## config.mk

```make
export PLATFORM = sky130hd
export DESIGN_NAME = tx_scheduler
export DESIGN_NICKNAME = d
export VERILOG_FILES = /design/src/rtl/tx_scheduler.sv
export SDC_FILE = /design/constraint.sdc
export NUM_CORES = 1
export LEC_CHECK = 0
export ABC_AREA = 1
export BUFFER_PORTS_ARGS = -buffer_cell sky130_fd_sc_hd__buf_2
export CORE_MARGIN = 4
export CORE_UTILIZATION = 54
export DETAILED_ROUTE_END_ITERATION = 12
export PLACE_DENSITY = 0.84
export REMOVE_ABC_BUFFERS = 1
export SYNTH_ARGS = -nofsm -noshare
export SYNTH_HDL_FRONTEND = slang
export SYNTH_SLANG_ARGS = --single-unit
```

## constraint.sdc

```tcl
create_clock -name clock -period 2.3 [get_ports clock]
set_clock_uncertainty 0.15 [all_clocks]
set_input_delay 0.46 -clock clock [delete_from_list [all_inputs] [get_ports clock]]
set_output_delay 0.46 -clock clock [all_outputs]
set_load 0.03 [all_outputs]
```

## src/rtl/tx_scheduler.sv

```systemverilog
// Two-requester transmit scheduler: round-robin arbitration, one packet at a time
// to the encoder, timeout abort in SEND and a fixed idle gap between packets.
module tx_scheduler #(
    parameter int PACKET_SIZE = 16,
    parameter int GAP_CYCLES  = 8,
    parameter int TIMEOUT     = 4096
) (
    input  logic                   clock,
    input  logic                   reset,
    input  logic [1:0]             req,
    input  logic [PACKET_SIZE-1:0] data0,
    input  logic [PACKET_SIZE-1:0] data1,
    output logic [1:0]             ack,
    output logic [1:0]             complete,
    output logic                   error,
    output logic                   busy,
    output logic [PACKET_SIZE-1:0] enc_data,
    output logic                   enc_reset,
    output logic                   enc_enable,
    input  logic                   enc_done
);

    localparam int SEND_W = (TIMEOUT > 2) ? $clog2(TIMEOUT) : 1;
    localparam int GAP_W  = $clog2(GAP_CYCLES + 1);

    typedef enum logic [1:0] {
        IDLE = 2'd0,
        SEND = 2'd1,
        GAP  = 2'd2
    } state_t;

    state_t              state_q, state_d;
    logic                winner_q;
    logic                last_q;
    logic [SEND_W-1:0]   send_cnt_q;
    logic [GAP_W-1:0]    gap_cnt_q;
    logic [1:0]          ack_q, complete_q;
    logic                error_q;

    logic                grant;
    logic                grant_idx;
    logic [1:0]          ack_d, complete_d;
    logic                error_d;

    always_comb begin
        state_d    = state_q;
        grant      = 1'b0;
        grant_idx  = 1'b0;
        ack_d      = 2'b00;
        complete_d = 2'b00;
        error_d    = 1'b0;
        case (state_q)
            IDLE: begin
                if (req != 2'b00) begin
                    grant = 1'b1;
                    if (req == 2'b01)
                        grant_idx = 1'b0;
                    else if (req == 2'b10)
                        grant_idx = 1'b1;
                    else
                        grant_idx = ~last_q;
                    ack_d   = 2'b01 << grant_idx;
                    state_d = SEND;
                end
            end
            SEND: begin
                // Completion wins over a timeout that lands on the same cycle.
                if (enc_done) begin
                    state_d    = GAP;
                    complete_d = 2'b01 << winner_q;
                end else if (send_cnt_q == SEND_W'(TIMEOUT - 1)) begin
                    state_d = GAP;
                    error_d = 1'b1;
                end
            end
            GAP: begin
                if (gap_cnt_q == GAP_W'(GAP_CYCLES - 1))
                    state_d = IDLE;
            end
            default: state_d = IDLE;
        endcase
    end

    always_ff @(posedge clock or negedge reset) begin
        if (!reset) begin
            state_q    <= IDLE;
            winner_q   <= 1'b0;
            last_q     <= 1'b1;
            send_cnt_q <= '0;
            gap_cnt_q  <= '0;
            ack_q      <= 2'b00;
            complete_q <= 2'b00;
            error_q    <= 1'b0;
            enc_data   <= '0;
        end else begin
            state_q    <= state_d;
            ack_q      <= ack_d;
            complete_q <= complete_d;
            error_q    <= error_d;
            if (grant) begin
                winner_q <= grant_idx;
                last_q   <= grant_idx;
                enc_data <= grant_idx ? data1 : data0;
            end
            // Counters only run while their state persists, so they never wrap.
            send_cnt_q <= (state_q == SEND && state_d == SEND) ? send_cnt_q + 1'b1 : '0;
            gap_cnt_q  <= (state_q == GAP && state_d == GAP) ? gap_cnt_q + 1'b1 : '0;
        end
    end

    assign ack        = ack_q;
    assign complete   = complete_q;
    assign error      = error_q;
    assign enc_enable = (state_q == SEND);
    assign enc_reset  = (state_q != SEND);
    assign busy       = (state_q != IDLE);

endmodule

```

Yosys cells after proc, flatten, opt, wreduce, memory -nomap -nowiden --
Index checks and enable logic that the tools add are counted.
Operators by class: muxes and demuxes 23, equal/unequal tests 9, $add $sub $neg 2, reduce and logical (&&, ||, !) cells 5, bitwise logic cells 1, shift-type cells 2
Operators with widths (number):
- 16-bit 2-to-1 mux | 1
- 2-bit 2-to-1 mux | 8
- 12-bit by 1-bit adder with 12-bit output, second input constant | 1
- 12-bit equality test, second input constant | 1
- 12-bit 2-to-1 mux | 1
- 1-bit 2-to-1 mux | 11
- 2-bit by 1-bit equality test with 1-bit output, second input constant | 3
- 2-bit equality test, second input constant | 3
- 2-bit case mux with 3 select lines | 1
- 4-bit by 1-bit adder with 4-bit output, second input constant | 1
- 4-bit by 3-bit equality test with 1-bit output, second input constant | 1
- 4-bit 2-to-1 mux | 1
- 2-bit nonzero test | 2
- 1-bit by 1-bit << shifter with 2-bit output, first input constant | 2
- 1-bit logical AND | 2
- 2-bit zero test | 1
- 2-bit by 1-bit inequality test with 1-bit output, second input constant | 1
- 1-bit inverter | 1
Word-level totals: logic and storage cells 51, output and inout bits 24, input bits 37, flip-flop bits (word level) 41

Depth between registers and ports, before layout --
Gate-level depths: netlist (run 1).
word-level depth 8, depth in mapped cells 7, mapped depth without buffers 6

Worst setup path after synthesis (run 1) --
No wires, ideal clock.
path type reg-to-output, start register state_q[1], end output enc_enable, path slack 0.676 ns, buffers on the path 0, data required time 1.690 ns, data arrival time 1.014 ns, cell stages (with the launch flop) 4, path through dfrtp_1 -> inv_1 -> nand2_1 -> inv_1
Between the ends: cells in the longest elaborated chain, start to end 1
RTL lines:
- start: declaration | line 32 | state_t state_q, state_d;
- start signal: assignment | line 96 | state_q <= state_d;
- 2-bit by 1-bit equality test with 1-bit output | line 114 | assign enc_enable = (state_q == SEND);
- end: declaration | line 19 | output logic enc_enable,
Every way passes these cells.

Final worst setup path (run 1) --
Ends and elaborated chain as after synthesis.

==> reports/results.tsv, run 1 <==
stage	metric	value	unit
status	status	complete, no violations	
pwr	Pleak	1.303	nW
global_routing	antenna violations before repair	0	
clock_tree	Post-CTS Setup Repair Bufs	0	
place	placed cell area	2286	sq um
clock_tree	clock root buffer master	clkbuf_4	
synth	Synth Area in Adders	1.283	%
clock_tree	Inserted Clock Buffers	5	
clock_tree	clk sinks	41	
pwr	Net Sw Frac	43.97	%
detailed_routing	post-detailed-route wirelength per cell	11.57	microns
sta	Peak Freq	519.2	MHz
worst_setup_path	critical path startpoint category	flip-flop	
cells_and_area	Nets	330	
sta	# setup viols final	0	
clock_tree	CTS resizes	0	
worst_setup_path	Critical Path RT	1.69	ns
cells_and_area	most frequent cells in the layout	nand2_1 (69), buf_2 (60), dfrtp_1 (40)	
clock_tree	H-Tree Depth	2	
floorplan	row count	21	
synth	multiplexer area fraction after synthesis	0	%
synth	main combinational cell family by area after synthesis	simple AND/OR/NAND/NOR gates	
sta	Worst slew margin	60.28	%
sta	period utilization	83.74	%
pwr	total power draw	0.002757	W
sta	Slew @ Worst Pin	0.5951	ns
clock_tree	clk buf depth	2	
sta	Final min period	1.926	ns
cells_and_area	final instance area	2371	sq um
cells_and_area	share of cells above drive strength 1	27.40	%
worst_setup_path	Critical R2R Launch	state_q[1]	
detailed_routing	Vias/cell	4.938	
place	PortBufs	60	
pwr	Gate power share	44.1	%
detailed_routing	Post-DRT Antenna Nets	0	
worst_setup_path	WP data arrival	1.32	ns
synth	Mean Syn Cell Area	8.555	sq um
synth	#FFs+latches synth	41	
worst_setup_path	R2R depth	4	
global_routing	first-pass GRT wire length	6458	microns
detailed_routing	DR vias	1669	
floorplan	core box area	3416	sq um
sta	Fin. Hold Viols	0	
sta	setup TNS	0	ns
synth	Syn Inst Count	228	
worst_setup_path	most used cell, CP	inv_1	
pwr	cell internal pwr	0.001544	W
synth	post-synthesis compound-gate area fraction	9.044	%
floorplan	die area	4638	sq um
synth	Synth Area in XOR/XNOR	1.796	%
sta	fin. max-slew vios	0	
hold_path	HP Class	in2async	
synth	sequential share of the synthesized area	52.66	%
sta	RSZ-0062 raised after global routing	false	
cells_and_area	ant diodes	0	
synth	Synth Area in Simple Gates	27.20	%
pwr	Cell Pwr Density	1163	nW/um^2
sta	hold slack final	0.008978	ns
global_routing	grt total ovfl	0	
place	DP HPWL	2880	microns
clock_tree	Clock Latency Late Sink	0.34	ns
pwr	Clk network pwr share	17.4	%
clock_tree	CTS tree	yes	
worst_setup_path	CP peak stage delay	0.42	ns
global_routing	largest net degree at the start of global routing	42	
synth	library cells used by synthesis	25	
floorplan	Die X	68.10	microns
worst_setup_path	CP Cell Sequence	inv_1 -> nand2_1 -> inv_1 -> buf_2	
pwr	Psw	0.001212	W
pwr	maximum vdd drop	0.0006546	V
worst_setup_path	Reg2Reg Capture Point	enc_data[0]	
clock_tree	Hold-fix buffers, CTS	0	
worst_setup_path	worst-path fanout max	5	
detailed_routing	DRC viols	0	
global_routing	vias in the first global route	1489	
floorplan	Die Y	68.10	microns
floorplan	I/O Pins	61	
worst_setup_path	crit path capture type	primary output	
cells_and_area	area grow syn2layout	21.55	%
synth	number of synthesis warnings	0	
cells_and_area	fill cell count	282	
place	routability cong.	0.8056	
detailed_routing	DRT iter0 DRCs	113	
synth	Post-Syn Area	1951	sq um
worst_setup_path	crit path kind	reg2out	
worst_setup_path	slowest CP cell	dfrtp_1	
global_routing	GRT Overall Usage	18.80	%
clock_tree	Reg clk slew, reported paths	0.11	ns
detailed_routing	DRT Wirelength	3910	microns
job	Max Cap Viol	0	
cells_and_area	most common cell after layout, fill and taps aside	nand2_1	
detailed_routing	1st-pass router iterations	4	
worst_setup_path	r2r setup slk	0.45	ns
pwr	part of the power in registers	38.4	%
floorplan	Starting Density	57.11	%
-- kinds of logic after synthesis --
family,count (synthesis)
simple gates,118
flops,41
compound gates,25
buf+inv,38
fa+ha+maj,2
xor+xnor,4
-- area by class of cell --
type	instances	area, sq um	share of cell area, %
Multi-Input combinational cell	149	767.0	32.35
Inverter	33	126.4	5.330
Timing Repair Buffer	61	307.8	12.98
Clock buffer	7	55.05	2.322
Sequential cell	41	1027	43.32
Clock inverter	1	30.03	1.266
Tap cell	46	57.56	2.427
-- critical path, delay by kind of cell (launching register included) --
kind	cells	cell delay (ns)
simple gates	1	0.15
buf+inv	3	0.41
flops	1	0.42
-- through the flow --
step | util, % | std cells | setup slack [ns]
2_1_floorplan | - | 223 | 0.6762
3_3_place_gp | 66.92 | 330 | 0.4343
3_5_place_dp | 66.92 | 330 | 0.3590
4_1_cts | 69.41 | 338 | 0.3733
5_1_grt | 69.41 | 338 | 0.2673
6_report | 69.41 | 338 | 0.3741
-- sequential cells by signal (all words and copies together) (netlist names) --
| name | cells |
|---|---|
| error | 1 |
| send_cnt_q | 12 |
| enc_data | 16 |
| ack | 2 |
| gap_cnt_q | 4 |
| complete | 2 |
| state_q | 2 |
| last_q | 1 |
| winner_q | 1 |
-- synth_stat cells --
cell type  count  share of area (%)
a21oi_1        2               0.51
a21oi_2        1               0.45
buf_2          3               0.77
buf_4          2               0.77
dfrtp_1       40                 51
dfstp_2        1                1.3
ha_1           2                1.3
inv_1         31                6.0
inv_2          1               0.19
inv_4          1               0.32
nand2_1       69                 13
nand2_4        1               0.58
nand3_1       13                3.3
nand3_2        1               0.51
nand3_4        1               0.90
nor2_1        24                4.6
nor2_2         2               0.64
nor2_4         2                1.2
nor2_8         1                1.0
nor3_1         3               0.77
nor3b_1        1               0.39
o211ai_1      16                6.2
o21ai_0        3               0.77
o21bai_1       3                1.2
xor2_1         4                1.8
-- per-layer routing --
metal,vias up,part of all wire (%),track usage (%)
met1,760,42,21.95
met5,-,0,0
met3,4,8.3,6.076
met4,0,1.1,5.955
met2,63,49,32.61
li1,842,-,-
-- power by group through the flow --
stage	registers, W	logic [W]	clock network [W]
global route	0.00108	0.00134	0.000525
finish	0.00106	0.00122	0.000481
detailed placement	0.00106	0.00124	0
global placement	0.00106	0.00120	0
CTS	0.00106	0.00123	0.000495
floorplan	0.00137	0.000553	0
-- worst max-delay path by stage --
| stage | startpoint | end | cells after the start |
|---|---|---|---|
| final | state_q[1] | enc_enable | 4 |
| after CTS | state_q[1] | enc_enable | 4 |
| after detailed placement | req[0] | enc_data[3] | 5 |
| after global placement | req[0] | enc_data[5] | 5 |
| after floorplan | state_q[1] | enc_enable | 3 |
| after global routing | state_q[1] | enc_data[12] | 4 |
No activity file was read; power rests on OpenSTA's default activity.
==> run 2: changes to the inputs <==
--- a/config.mk
+++ b/config.mk
@@ -5,12 +5,12 @@
 export SDC_FILE = /design/constraint.sdc
 export NUM_CORES = 1
 export LEC_CHECK = 0
-export ABC_AREA = 1
+export ABC_AREA = 0
 export BUFFER_PORTS_ARGS = -buffer_cell sky130_fd_sc_hd__buf_2
 export CORE_MARGIN = 4
-export CORE_UTILIZATION = 54
+export CORE_UTILIZATION = 49
 export DETAILED_ROUTE_END_ITERATION = 12
-export PLACE_DENSITY = 0.84
+export PLACE_DENSITY = 0.78
 export REMOVE_ABC_BUFFERS = 1
 export SYNTH_ARGS = -nofsm -noshare
 export SYNTH_HDL_FRONTEND = slang
==> constraint.sdc (replaced) <==
create_clock -name clock -period 2 [get_ports clock]
set_clock_uncertainty 0.15 [all_clocks]
set_input_delay 0.4 -clock clock [delete_from_list [all_inputs] [get_ports clock]]
set_output_delay 0.4 -clock clock [all_outputs]
set_load 0.03 [all_outputs]
==> reports/results.tsv, run 2 <==
stage	metric	value	unit
status	status	complete, no violations	
global_routing	grt total ovfl	0	
sta	Slew @ Worst Pin	0.5027	ns
floorplan	I/O Pins	61	
sta	setup TNS	0	ns
floorplan	core box area	3442	sq um
clock_tree	clk buf depth	2	
sta	Final min period	1.766	ns
sta	fin. max-slew vios	0	
place	DP HPWL	2731	microns
synth	Syn Inst Count	182	
sta	# setup viols final	0	
clock_tree	clock root buffer master	clkbuf_8	
synth	Synth area leader	dfrtp_1	
detailed_routing	post-detailed-route wirelength per cell	12.31	microns
floorplan	Die X	68.49	microns
cells_and_area	Top reg by flops	enc_data	
worst_setup_path	crit path capture type	flip-flop	
cells_and_area	Largest regs	enc_data x16, send_cnt_q x12, gap_cnt_q x4	
detailed_routing	Vias/cell	4.973	
worst_setup_path	crit path kind	reg2reg	
synth	Post-Syn Area	1793	sq um
sta	RSZ-0062 raised after global routing	false	
floorplan	die area	4691	sq um
synth	leading post-synthesis cells by cell area	dfrtp_1 (56%), nor2_1 (7.7%), xnor2_1 (4.9%)	
floorplan	Starting Density	52.09	%
clock_tree	Inserted Clock Buffers	5	
clock_tree	Clock Latency Late Sink	0.28	ns
cells_and_area	most frequent cells in the layout	buf_2 (60), dfrtp_1 (40), nor2_1 (37)	
detailed_routing	DRT iter0 DRCs	48	
clock_tree	Post-CTS Setup Repair Bufs	0	
clock_tree	CTS tree	yes	
worst_setup_path	worst-path fanout max	15	
global_routing	vias in the first global route	1419	
synth	sequential share of the synthesized area	57.29	%
synth	number of synthesis warnings	0	
synth	#FFs+latches synth	41	
clock_tree	Hold-fix buffers, CTS	1	
job	Max Cap Viol	0	
worst_setup_path	Crit. Startpoint	state_q[1]	
place	routability cong.	0.7377	
hold_path	HP Class	in2reg	
synth	Primary FF master, synth	dfrtp_1	
detailed_routing	1st-pass router iterations	4	
pwr	Cell Pwr Density	1424	nW/um^2
worst_setup_path	critical path startpoint category	flip-flop	
detailed_routing	Post-DRT Antenna Nets	0	
sta	Worst slew margin	66.13	%
clock_tree	Reg clk slew, reported paths	0.08	ns
sta	Fin. Hold Viols	0	
floorplan	Die Y	68.49	microns
synth	Post-synth top cells	dfrtp_1 (40), nor2_1 (37), nand2_1 (18)	
global_routing	antenna violations before repair	0	
cells_and_area	area grow syn2layout	27.22	%
worst_setup_path	Critical R2R Launch	state_q[1]	
worst_setup_path	WP data arrival	1.82	ns
floorplan	row count	21	
global_routing	GRT Overall Usage	17.49	%
worst_setup_path	Critical Path RT	2.05	ns
pwr	Pleak	1.105	nW
worst_setup_path	R2R depth	5	
synth	library cells used by synthesis	27	
clock_tree	H-Tree Depth	2	
sta	period utilization	88.28	%
cells_and_area	ant diodes	0	
cells_and_area	Nets	286	
cells_and_area	most common cell after layout, fill and taps aside	buf_2	
place	PortBufs	60	
cells_and_area	max reg flops	16	
synth	Post-synth EDFFs	0	
global_routing	largest net degree at the start of global routing	24	
detailed_routing	DRC viols	0	
pwr	maximum vdd drop	0.0007755	V
synth	Synth top area share	55.83	%
sta	Peak Freq	566.4	MHz
detailed_routing	DR vias	1462	
synth	asr flop ratio synth	100.0	%
worst_setup_path	Critical Path End	enc_data[0]	
clock_tree	CTS resizes	0	
synth	Mean Syn Cell Area	9.851	sq um
clock_tree	clk sinks	41	
detailed_routing	DRT Wirelength	3619	microns
worst_setup_path	r2r setup slk	0.23	ns
sta	hold slack final	0.1934	ns
global_routing	first-pass GRT wire length	6085	microns
worst_setup_path	Reg2Reg Capture Point	enc_data[0]	
cells_and_area	share of cells above drive strength 1	31.05	%
synth	count leader, synth	dfrtp_1	
## run 2: cell type report
class	count	area (sq um)
fillers	315	1161
flip-flops and latches	41	1027
multi-input cells	127	696.9
repair buffers	66	360.3
clock buffers	7	86.33
well taps	46	57.56
clock inverters	1	30.03
inverters	6	22.52
## run 2: metal layers
layer | track usage [%] | vias up | wire (microns) | share of wire (%)
li1 | - | 733 | - | -
met1 | 22.48 | 669 | 1685 | 47
met5 | 0 | - | 0 | 0
met2 | 27.41 | 56 | 1560 | 43
met4 | 6.700 | 0 | 46 | 1.3
met3 | 5.673 | 4 | 327 | 9.0
## run 2: logic make-up (layout without fill, tap and decap cells)
kind of cell               after synthesis  after routing  share of synthesized area [%]
and+or+nand+nor                         82             82                          21.42
DFF                                     41             41                          57.29
AOI/OAI and AO/OA                       31             31                          10.19
buffers and inverters                   14             80                          3.838
xor gates and xnor gates                12             12                          5.862
adders and majority gates                2              2                          1.395
## run 2: power breakdown
part / internal [W] / switching [W]
registers: 0.00108 / 0.000139
clock network: 0.000407 / 0.000262
logic: 0.000433 / 0.000926
total: 0.00192 / 0.00133
## run 2: worst min-delay path by stage
stage,start,to,slack [ns],cells past startpoint
6_report,enc_done,complete[0],0.19,3
5_1_grt,data1[11],enc_data[11],0.19,2
4_1_cts,enc_done,complete[0],0.19,3
3_5_place_dp,reset,gap_cnt_q[2],0.22,1
3_3_place_gp,reset,gap_cnt_q[2],0.22,1
2_1_floorplan,reset,ack[0],-0.05,0
## run 2: worst max-delay path: stages, from the launching register on
cell,delay (ns)
dfrtp_1,0.39
nor2_2,0.18
and3_1,0.51
buf_4,0.25
nor2_1,0.04
o21ai_0,0.16
## run 2: metrics by stage
stage | util [%] | setup WS [ns] | instances | total power, W | instance area, sq um
floorplan | - | 0.1878 | 174 | 0.002143 | 1747
global placement | 62.60 | 0.2710 | 285 | 0.002586 | 2155
detailed placement | 62.60 | 0.2191 | 285 | 0.002605 | 2155
CTS | 66.27 | 0.2207 | 294 | 0.003273 | 2281
global route | 66.27 | 0.06665 | 294 | 0.003452 | 2281
finish | 66.27 | 0.2345 | 294 | 0.003248 | 2281
==> run 3: changes to the inputs <==
--- a/config.mk
+++ b/config.mk
@@ -11,6 +11,7 @@
 export CORE_UTILIZATION = 49
 export DETAILED_ROUTE_END_ITERATION = 12
 export PLACE_DENSITY = 0.78
+export RECOVER_POWER = 100
 export REMOVE_ABC_BUFFERS = 1
 export SYNTH_ARGS = -nofsm -noshare
 export SYNTH_HDL_FRONTEND = slang
==> constraint.sdc (replaced) <==
create_clock -name clock -period 2 [get_ports clock]
set_clock_uncertainty 0.15 [all_clocks]
set_input_delay 0.2 -clock clock [delete_from_list [all_inputs] [get_ports clock]]
set_output_delay 0.2 -clock clock [all_outputs]
set_load 0.03 [all_outputs]
==> reports/results.tsv, run 3 (synthesis gave the netlist of run 2 again) <==
stage	metric	value	unit
place	PortBufs	60	
place	placed cell area	2162	sq um
sta	# setup viols final	0	
clock_tree	H-Tree Depth	2	
clock_tree	Hold-fix buffers, CTS	7	
clock_tree	clk buf depth	2	
sta	Fin. Hold Viols	0	
cells_and_area	most frequent cells in the layout	dfrtp_1 (40), nor2_1 (37), buf_2 (35)	
cells_and_area	max reg flops	16	
cells_and_area	share of cells above drive strength 1	20.39	%
sta	Peak Freq	571.7	MHz
place	routability cong.	0.7766	
clock_tree	Post-CTS Setup Repair Bufs	0	
sta	RSZ-0062 raised after global routing	false	
detailed_routing	post-detailed-route wirelength per cell	12.81	microns
floorplan	die area	4691	sq um
worst_setup_path	slowest CP cell	and3_1	
job	Max Cap Viol	0	
pwr	maximum vdd drop	0.0008264	V
cells_and_area	area grow syn2layout	29.66	%
global_routing	GRT Overall Usage	18.63	%
place	DP HPWL	2843	microns
clock_tree	clk sinks	41	
floorplan	I/O Pins	61	
sta	period utilization	87.46	%
global_routing	vias in the first global route	1460	
global_routing	grt total ovfl	0	
clock_tree	clock root buffer master	clkbuf_8	
clock_tree	CTS resizes	0	
worst_setup_path	CP peak stage delay	0.46	ns
clock_tree	CTS tree	yes	
detailed_routing	DRT Wirelength	3857	microns
clock_tree	Reg clk slew, reported paths	0.08	ns
worst_setup_path	CP Cell Sequence	nor2_2 -> and3_1 -> clkbuf_1 -> nor2_1 -> o21ai_0	
place	Placed Instances	286	
sta	hold slack final	0.04024	ns
detailed_routing	DRT iter0 DRCs	45	
worst_setup_path	crit path kind	reg2reg	
cells_and_area	Core Util, Final	67.54	%
detailed_routing	1st-pass router iterations	4	
clock_tree	Clock Latency Late Sink	0.29	ns
sta	fin. max-slew vios	0	
worst_setup_path	worst-path fanout max	12	
cells_and_area	ant diodes	0	
cells_and_area	filler-free cell count of the finished design	301	
detailed_routing	Vias/cell	4.837	
status	status	complete, no violations	
floorplan	Die X	68.49	microns
pwr	Pleak	1.057	nW
cells_and_area	Nets	293	
global_routing	antenna violations before repair	0	
cells_and_area	most common cell after layout, fill and taps aside	dfrtp_1	
detailed_routing	DR vias	1456	
sta	Slew @ Worst Pin	1.053	ns
pwr	Cell Pwr Density	1420	nW/um^2
floorplan	Starting Density	52.09	%
cells_and_area	Top reg by flops	enc_data	
worst_setup_path	WP data arrival	1.81	ns
worst_setup_path	Bufs and invs on worst path	1	
floorplan	row count	21	
global_routing	largest net degree at the start of global routing	24	
worst_setup_path	Critical Path RT	2.06	ns
sta	Final min period	1.749	ns
clock_tree	Inserted Clock Buffers	5	
floorplan	Die Y	68.49	microns
detailed_routing	DRC viols	0	
hold_path	HP Class	in2reg	
global_routing	first-pass GRT wire length	6423	microns
detailed_routing	Post-DRT Antenna Nets	0	
sta	Worst slew margin	29.81	%
worst_setup_path	critical path startpoint category	flip-flop	
sta	setup TNS	0	ns
cells_and_area	final instance area	2325	sq um
cells_and_area	Largest regs	enc_data x16, send_cnt_q x12, gap_cnt_q x4	
worst_setup_path	crit path capture type	flip-flop	
worst_setup_path	CP top delay family	simple AND/OR/NAND/NOR gates	
floorplan	core box area	3442	sq um
[run 3: report_power, final]
group          leakage (nW)  switching, W  internal, W
clock network        0.0681      0.000272     0.000495
registers             0.531      0.000151      0.00108
logic                 0.458      0.000925     0.000374
total                  1.06       0.00135      0.00195
[run 3: area by class of cell]
class,instances,area [sq um]
repair buffers,73,386.6
multi-input cells,127,696.9
clock inverters,3,65.06
inverters,6,22.52
fillers,298,1117
well taps,46,57.56
flip-flops and latches,41,1027
clock buffers,5,68.82
[run 3: path summary, 6_finish.rpt]
path	slack, ns	depth (start not counted)	to	startpoint
worst max-delay path	0.25	5	enc_data[1]	state_q[0]
worst min-delay path	0.04	3	enc_data[5]	data1[5]
worst max register to register	0.25	5	enc_data[1]	state_q[0]
worst min register to register	0.32	1	gap_cnt_q[0]	gap_cnt_q[0]
max in group asynchronous	0.57	3	enc_data[10]	reset
min in group asynchronous	0.46	2	gap_cnt_q[3]	reset
[run 3: through the flow]
| step | power [W] | setup WS [ns] |
|---|---|---|
| floorplan | 0.002143 | 0.2812 |
| global placement | 0.002592 | 0.3230 |
| detailed placement | 0.002617 | 0.2565 |
| finish | 0.003301 | 0.2508 |
| CTS | 0.003392 | 0.2678 |
| global route | 0.003513 | 0.06569 |
[run 3: worst reg2reg max path, cell delays in order (launching register included)]
cell      delay, ns
dfrtp_1        0.41
nor2_2         0.17
and3_1         0.46
clkbuf_1       0.24
nor2_1         0.06
o21ai_0        0.17
[run 3: layer usage]
| layer | vias to the layer above | global-route usage, % | wire, microns |
|---|---|---|---|
| li1 | 747 | - | - |
| met1 | 652 | 23.33 | 1729 |
| met2 | 51 | 30.39 | 1817 |
| met3 | 6 | 5.511 | 265 |
| met4 | 0 | 6.948 | 44 |
| met5 | - | 0 | 0 |
